===== config.mk =====
export PLATFORM = sky130hd
export DESIGN_NAME = qos_wrr_sched
export DESIGN_NICKNAME = d
export VERILOG_FILES = /design/src/rtl/qos_wrr_sched.sv
export SDC_FILE = /design/constraint.sdc
export NUM_CORES = 1
export LEC_CHECK = 0
export CAP_MARGIN = 30
export CORE_UTILIZATION = 35
export CTS_CLUSTER_SIZE = 30
export DETAILED_ROUTE_END_ITERATION = 7
export GPL_ROUTABILITY_DRIVEN = 0
export GPL_TIMING_DRIVEN = 0
export PLACE_DENSITY = 0.68
export SLEW_MARGIN = 20
export SYNTH_ARGS = -nofsm -noshare
export SYNTH_HDL_FRONTEND = slang
export SYNTH_SLANG_ARGS = --single-unit

===== constraint.sdc =====
create_clock -name clk -period 5.06 [get_ports clk]
set_input_delay 1.012 -clock clk [delete_from_list [all_inputs] [get_ports clk]]
set_output_delay 1.012 -clock clk [all_outputs]
set_load 0.005 [all_outputs]

===== src/rtl/qos_wrr_sched.sv =====
// qos_wrr_sched: weighted round-robin pick among 4 class FIFOs, steering the popped word to its egress FIFO.
module qos_wrr_sched #(
    parameter int DW       = 12,
    parameter int DEST_LSB = 8,
    parameter int WW       = 4,
    parameter int SW       = 8
) (
    input  logic          clk,
    input  logic          reset,
    input  logic          enable,
    input  logic          cfg_load,
    input  logic [WW-1:0] weight0,
    input  logic [WW-1:0] weight1,
    input  logic [WW-1:0] weight2,
    input  logic [WW-1:0] weight3,
    input  logic [3:0]    empty,
    input  logic [DW-1:0] head0,
    input  logic [DW-1:0] head1,
    input  logic [DW-1:0] head2,
    input  logic [DW-1:0] head3,
    input  logic [3:0]    almost_full,
    output logic [3:0]    pop,
    output logic [3:0]    push,
    output logic [DW-1:0] data_out,
    output logic [SW-1:0] stall_cnt,
    output logic          busy
);
    typedef enum logic [1:0] {IDLE, ARB, BLOCK} state_t;
    state_t        r_state;
    logic [1:0]    r_rr;
    logic [WW-1:0] r_w  [4];
    logic [WW-1:0] r_cr [4];
    logic [WW-1:0] w_win [4];
    logic [DW-1:0] w_head [4];
    logic [3:0]    w_pend, w_elig;
    logic [1:0]    w_g, w_idx, w_dest;
    logic          w_gv, w_blocked;
    always_comb begin
        w_win  = '{weight0, weight1, weight2, weight3};
        w_head = '{head0, head1, head2, head3};
        for (int c = 0; c < 4; c++) begin
            w_pend[c] = !empty[c] && r_w[c] != '0;
            w_elig[c] = w_pend[c] && !almost_full[w_head[c][DEST_LSB+1:DEST_LSB]];
        end
        w_g   = r_rr;
        w_gv  = 1'b0;
        w_idx = '0;
        // Scan downwards so the class closest to rr_ptr overrides the rest
        for (int i = 3; i >= 0; i--) begin
            w_idx = r_rr + 2'(i);
            if (w_elig[w_idx]) begin
                w_g  = w_idx;
                w_gv = 1'b1;
            end
        end
        w_gv      = w_gv && enable && !cfg_load && r_state != IDLE;
        w_dest    = w_head[w_g][DEST_LSB+1:DEST_LSB];
        w_blocked = |w_pend && !(|w_elig);
    end
    assign pop  = w_gv ? 4'b0001 << w_g : 4'b0000;
    assign busy = r_state != IDLE;
    always_ff @(posedge clk or negedge reset) begin
        if (!reset) begin
            r_state   <= IDLE;
            r_rr      <= '0;
            r_w       <= '{default: WW'(1)};
            r_cr      <= '{default: WW'(1)};
            push      <= '0;
            data_out  <= '0;
            stall_cnt <= '0;
        end else begin
            push <= w_gv ? 4'b0001 << w_dest : 4'b0000;
            if (w_gv) begin
                data_out <= w_head[w_g];
                if (r_cr[w_g] > WW'(1)) begin
                    r_cr[w_g] <= r_cr[w_g] - 1'b1;
                    r_rr      <= w_g;
                end else begin
                    r_cr[w_g] <= r_w[w_g];
                    r_rr      <= w_g + 2'd1;
                end
            end
            if (cfg_load) begin
                r_w  <= w_win;
                r_cr <= w_win;
                r_rr <= '0;
            end
            case (r_state)
                IDLE: if (enable) begin
                    r_state   <= ARB;
                    stall_cnt <= '0;
                end
                ARB: r_state <= !enable ? IDLE : w_blocked ? BLOCK : ARB;
                BLOCK: begin
                    if (stall_cnt != '1) stall_cnt <= stall_cnt + 1'b1;
                    r_state <= !enable ? IDLE : w_blocked ? BLOCK : ARB;
                end
                default: r_state <= IDLE;
            endcase
        end
    end
endmodule

Word-level counts from Yosys, hierarchy flattened
Cells that the tools add are included.
W data, S select, Z words.
Word-level totals
  register bits: 60
  bits in latches: 0
  memory bits (writable): 0
  bits in read-only memories: 0
  output and inout port bits: 29
  word-level logic and storage cells: 125
  memories kept: 0
Operators by class
  add/subtract/negate cells: 6
  multiply operators: 0
  div/mod/pow operators: 0
  magnitude comparators: 11
  eq/ne operators: 5
  shift-type cells: 2
  multiplexer cells: 52
  bitwise logic cells: 1
  reductions and logical operators: 35
Operator list (count)
  $mux W16: 3
  $bwmux W16: 2
  $mux W4: 7
  $bmux W12 S2: 1
  $lt A2 B3 Y1 const B: 8
  $mux W12: 2
  $mux W2: 10
  $bmux W1 S2: 8
  $bmux W4 S2: 2
  $mux W8: 2
  $pmux W8 S2: 1
  $reduce_bool A4 Y1: 4
  $logic_and A1 B1 Y1: 13
  $mux W1: 12
  $logic_not A1 Y1: 10
  $add A8 B1 Y8 const B: 1
  $demux W4 S2: 1
  $ne A8 B8 Y1 const B: 1
  $reduce_or A4 Y1: 2
  $shl A1 B2 Y4 const A: 2
  $reduce_bool A2 Y1: 3
  $add A2 B1 Y2 const B: 2
  $add A2 B2 Y2 const B: 2
  $gt A4 B1 Y1 const B: 1
  11 further kinds: 12

Logic depth before layout (Yosys ltp)
  depth after elaboration: 19
  depth in mapped cells: 14
  mapped depth without buffers: 12

Worst setup path before layout
OpenSTA, ideal clock, no wires.
  path type: input port to output port
  start: input head3[8]
  end: output pop[3]
  data arrival time: 3.344 ns
  slack: 0.704 ns
  stages on the path: 11
  path buffers: 4
  cell sequence: mux4_2 nor3_4 o22ai_1 a222oi_1 buf_4 buf_4 buf_4 buf_2 ha_1 nand2_1 inv_1
On the way
  cells in the longest elaborated chain, start to end: 14
  elaborated cells on any way between the ends: 25
  those cells by class: 1 x shift; 19 x mux; 5 x reduce/logical
Ends and longest elaborated chain
  start: declaration: RTL line 20  | input logic [DW-1:0] head3,
  $bmux W1 S2 (*): RTL line 43  | w_elig[c] = w_pend[c] && !almost_full[w_head[c][DEST_LSB+1:DEST_LSB]];
  $mux W1 (implied by the code) (*): RTL line 43
  $logic_not A1 Y1 (*): RTL line 43
  $logic_and A1 B1 Y1 (*): RTL line 43
  $bmux W1 S2: RTL line 51  | if (w_elig[w_idx]) begin
  $mux W1 (implied by the code): RTL line 51
  $mux W1 (4 in a row): RTL line 51
  $logic_and A1 B1 Y1 (3 in a row): RTL line 56  | w_gv = w_gv && enable && !cfg_load && r_state != IDLE;
  $mux W4 (*): RTL line 60  | assign pop = w_gv ? 4'b0001 << w_g : 4'b0000;
  end: declaration: RTL line 22  | output logic [3:0] pop,
Every way passes the cells marked *; elsewhere a longest branch is shown, timed or not. The select of a mux whose other input is x is not followed.

Worst setup path after layout
  start: input head0[9]
  end: output pop[1]
On the way
  cells in the longest elaborated chain, start to end: 14
  elaborated cells on any way between the ends: 25
  those cells by class: 1 x shift; 19 x mux; 5 x reduce/logical
Ends and longest elaborated chain
  start: declaration: RTL line 17  | input logic [DW-1:0] head0,
  $bmux W1 S2 (*): RTL line 43
  $mux W1 (implied by the code) (*): RTL line 43
  $logic_not A1 Y1 (*): RTL line 43
  $logic_and A1 B1 Y1 (*): RTL line 43
  $bmux W1 S2: RTL line 51
  $mux W1 (implied by the code): RTL line 51
  $mux W1 (4 in a row): RTL line 51
  $logic_and A1 B1 Y1 (3 in a row): RTL line 56
  $mux W4 (*): RTL line 60
Marks and branches as above.

==> impl_metrics.env <==
export IMPL_vias=3442
export IMPL_slew_viol_final=0
export IMPL_cp_arrival_ns=3.98
export IMPL_outcome="finished, final reports clean"
export IMPL_synth_top_area_cell="dfrtp_1"
export IMPL_relSlewSlack_pct=48.1
export IMPL_dr_pass1_iters=4
export IMPL_synth_top_cell_area_share_pct=35.6
export IMPL_htreeDepth=3
export IMPL_hold_viol_final=0
export IMPL_leakage_nw=2.23
export IMPL_critical_path_slowest_cell="clkdlybuf4s50_1"
export IMPL_io_pin_count=105
export IMPL_antennaDiodeCount=0
export IMPL_n_fill_cell=909
export IMPL_yosys_warnings=0
export IMPL_synth_async_reset_ratio_pct=100
export IMPL_crit_path_end_kind="output port"
export IMPL_synth_area_leaders="dfrtp_1 (36%), nand2_1 (9.1%), mux2_2 (6.2%), dfstp_2 (5.8%), mux2i_1 (5.2%)"
export IMPL_cap_violations=0
export IMPL_setup_ws_ns=0.0653
export IMPL_placed_cells=624
export IMPL_path_clk_slew_ns=0.07
export IMPL_cp_common_cell="clkdlybuf4s50_1"
export IMPL_synth_seq_cells=60
export IMPL_grt_pass1_vias=3655
export IMPL_wire_per_inst_um=16.6
export IMPL_routed_wl_mm=10.8
export IMPL_drtAntennaViolNets=0
export IMPL_start_util_pct=36.7
export IMPL_power_density_nw_per_um2=368
export IMPL_yosysMostFrequentCell="nand2_1"
export IMPL_core_area_sq_um=9950
export IMPL_vdd_drop_max_v=0.000156
export IMPL_nets=600
export IMPL_fin_crit_sh_pct=98.7
export IMPL_fp_dieW_um=104
export IMPL_tritoncts_num_buffers=9
export IMPL_clkSinkCount=60
export IMPL_path_cells="clkdlybuf4s50_1 -> mux4_2 -> or3_4 -> and3_4 -> o41a_4 -> buf_6 -> clkinv_8 -> ha_2 -> nand2_2 -> inv_2 -> clkdlybuf4s50_1"
export IMPL_critPathMaxStageDelay_ns=0.50
export IMPL_io_buffers=103
export IMPL_grt_max_degree=37
export IMPL_row_count=36
export IMPL_clock_fmax_mhz=200
export IMPL_antenna_found_initial=0
export IMPL_startpoint_type="input port"
export IMPL_track_usage_pct=20.9
export IMPL_synth_cells=387
export IMPL_setup_viol=0
export IMPL_path_max_fanout=9
export IMPL_cts_hold_buf=0
export IMPL_period_minus_slack_ns=4.99
export IMPL_grt_pass1_wl_mm=17.9
export IMPL_die_area_sq_um=10800
export IMPL_root_buffer="clkbuf_8"
export IMPL_area_delta_synth_final_pct=44.1
export IMPL_via_per_inst=5.29
export IMPL_synth_enable_flop_cells=0
export IMPL_die_h_um=104
export IMPL_placed_cell_area_sq_um=4870
export IMPL_syn_area_sq_um=3650
export IMPL_synth_avg_cell_area_sq_um=9.44
export IMPL_place_ws_ns=-0.862
export IMPL_hold_class="flip-flop to flip-flop"
export IMPL_cp_required_ns=4.05
export IMPL_yosysSeqAreaShare_pct=41.4
export IMPL_synth_ff_type="dfrtp_1"
export IMPL_cts_tree="built"
export IMPL_final_instance_count_excl_fill=651
export IMPL_drc=0
export IMPL_cts_max_path_buffers=2
export IMPL_ys_types=54
export IMPL_final_cell_area_sq_um=5260
export IMPL_worst_slew_pin_slew_ns=0.771
export IMPL_ys_top_cells_by_count="nand2_1 (89), dfrtp_1 (52), a21oi_1 (22)"
export IMPL_drive_above_1_share_pct=18.5
export IMPL_hpwl_mm=8.09
export IMPL_clk_latency_ns=0.33
export IMPL_finClkSkew_ns=0.00756
export IMPL_syn_nets=473
export IMPL_grt_overflow_total=0
export IMPL_worstSetupPathType="input port to output port"
export IMPL_drt_initial_drc_count=219
-- per-stage QoR --
step	TNS (ns)	util, %	hold WS, ns	total power [W]
final	0	52.9	0.475	0.00194
after global routing	-0.00201	52.9	0.518	0.00207
after CTS	0	51.9	0.483	0.00192
after detailed placement	-3.08	48.9	0.470	0.00149
after global placement	-2.86	48.7	0.461	0.00146
after floorplan	0	-	0.470	0.00114
-- sequential cells by signal, summed over array words and instances (netlist names) --
register and cells:
r_state 2, r_cr 16, push 4, stall_cnt 8
data_out 12, r_w 16, r_rr 2
-- placed cells by master, fill, tap and decap left out, drive strengths merged, types with 2 or more instances in the layout --
cell and n:
a211oi 3, a21o 4, a21oi 22, a22o 4, a22oi 12, a31oi 4
and3 2, buf 20, clkbuf 24, clkdlybuf4s50 95, clkinv 4, dfrtp 52
dfstp 8, dlygate4sd2 7, ha 10, inv 12, mux2 20, mux2i 21
mux4 4, nand2 89, nand3 3, nand4 3, nor2 15, nor2b 4
nor3 9, nor3b 3, nor4 5, nor4b 2, o21a 2, o21ai 23
o22ai 5, o31ai 4, or3 5, xnor2 3, xor2 3
-- cells by family after synthesis --
logic type | synth area share, %
AOI/OAI and AO/OA | 16.6
xor gates and xnor gates | 1.44
adders and majority gates | 3.43
buffers and inverters | 4.01
DFF | 41.4
muxes | 14.6
and+or+nand+nor | 18.5
-- power by group --
group          internal, W  leakage, nW  switching, W
combinational     0.000453         1.40      0.000461
sequential        0.000579        0.742     0.0000652
clock             0.000200       0.0893      0.000179
total              0.00123         2.23      0.000705
-- timing repair --
item	in CTS	in global routing
pin swaps	3	4
endpoints found under the setup margin	4	4
setup buffers	6	7
gates cloned	1	0
resized for setup	30	11
-- critical path: cells and delay by family --
| family | cells | cell delay (ns) |
|---|---|---|
| AOI/OAI and AO/OA | 1 | 0.49 |
| adders and majority gates | 1 | 0.18 |
| buffers and inverters | 5 | 1.28 |
| muxes | 1 | 0.33 |
| and+or+nand+nor | 3 | 0.71 |
-- layout make-up --
| cell class | instances | area (sq um) | area share [%] |
|---|---|---|---|
| inverters | 14 | 77.6 | 1.47 |
| clock buffers | 13 | 159 | 3.02 |
| flip-flops and latches | 60 | 1510 | 28.7 |
| repair buffers | 119 | 1180 | 22.5 |
| clock inverters | 2 | 10.0 | 0.190 |
| multi-input cells | 295 | 2050 | 39.0 |
| well taps | 133 | 166 | 3.16 |
| plain buffers | 15 | 104 | 1.97 |
-- final timing paths --
kind | startpoint | end | slack (ns) | cells past startpoint
worst min-delay path | data_out[6]$_DFFE_PN0P_ | data_out[6]$_DFFE_PN0P_ | 0.47 | 2
worst max-delay path | head0[9] | pop[1] | 0.07 | 11
worst max register to register | r_w[5]$_DFFE_PN0P_ | r_cr[3]$_DFFE_PN0P_ | 0.85 | 15
worst min register to register | data_out[6]$_DFFE_PN0P_ | data_out[6]$_DFFE_PN0P_ | 0.47 | 2
max in group asynchronous | reset | r_w[8]$_DFFE_PN1P_ | 3.92 | 2
min in group asynchronous | reset | r_cr[9]$_DFFE_PN0P_ | 0.58 | 1
-- layer usage --
| layer | wire length (um) | up-vias | GRT usage (%) |
|---|---|---|---|
| met5 | 0 | - | 0 |
| li1 | - | 1643 | - |
| met1 | 4670 | 1697 | 25.7 |
| met3 | 583 | 9 | 4.70 |
| met4 | 116 | 0 | 6.63 |
| met2 | 5430 | 93 | 36.3 |
(Power assumes the default switching activity.)
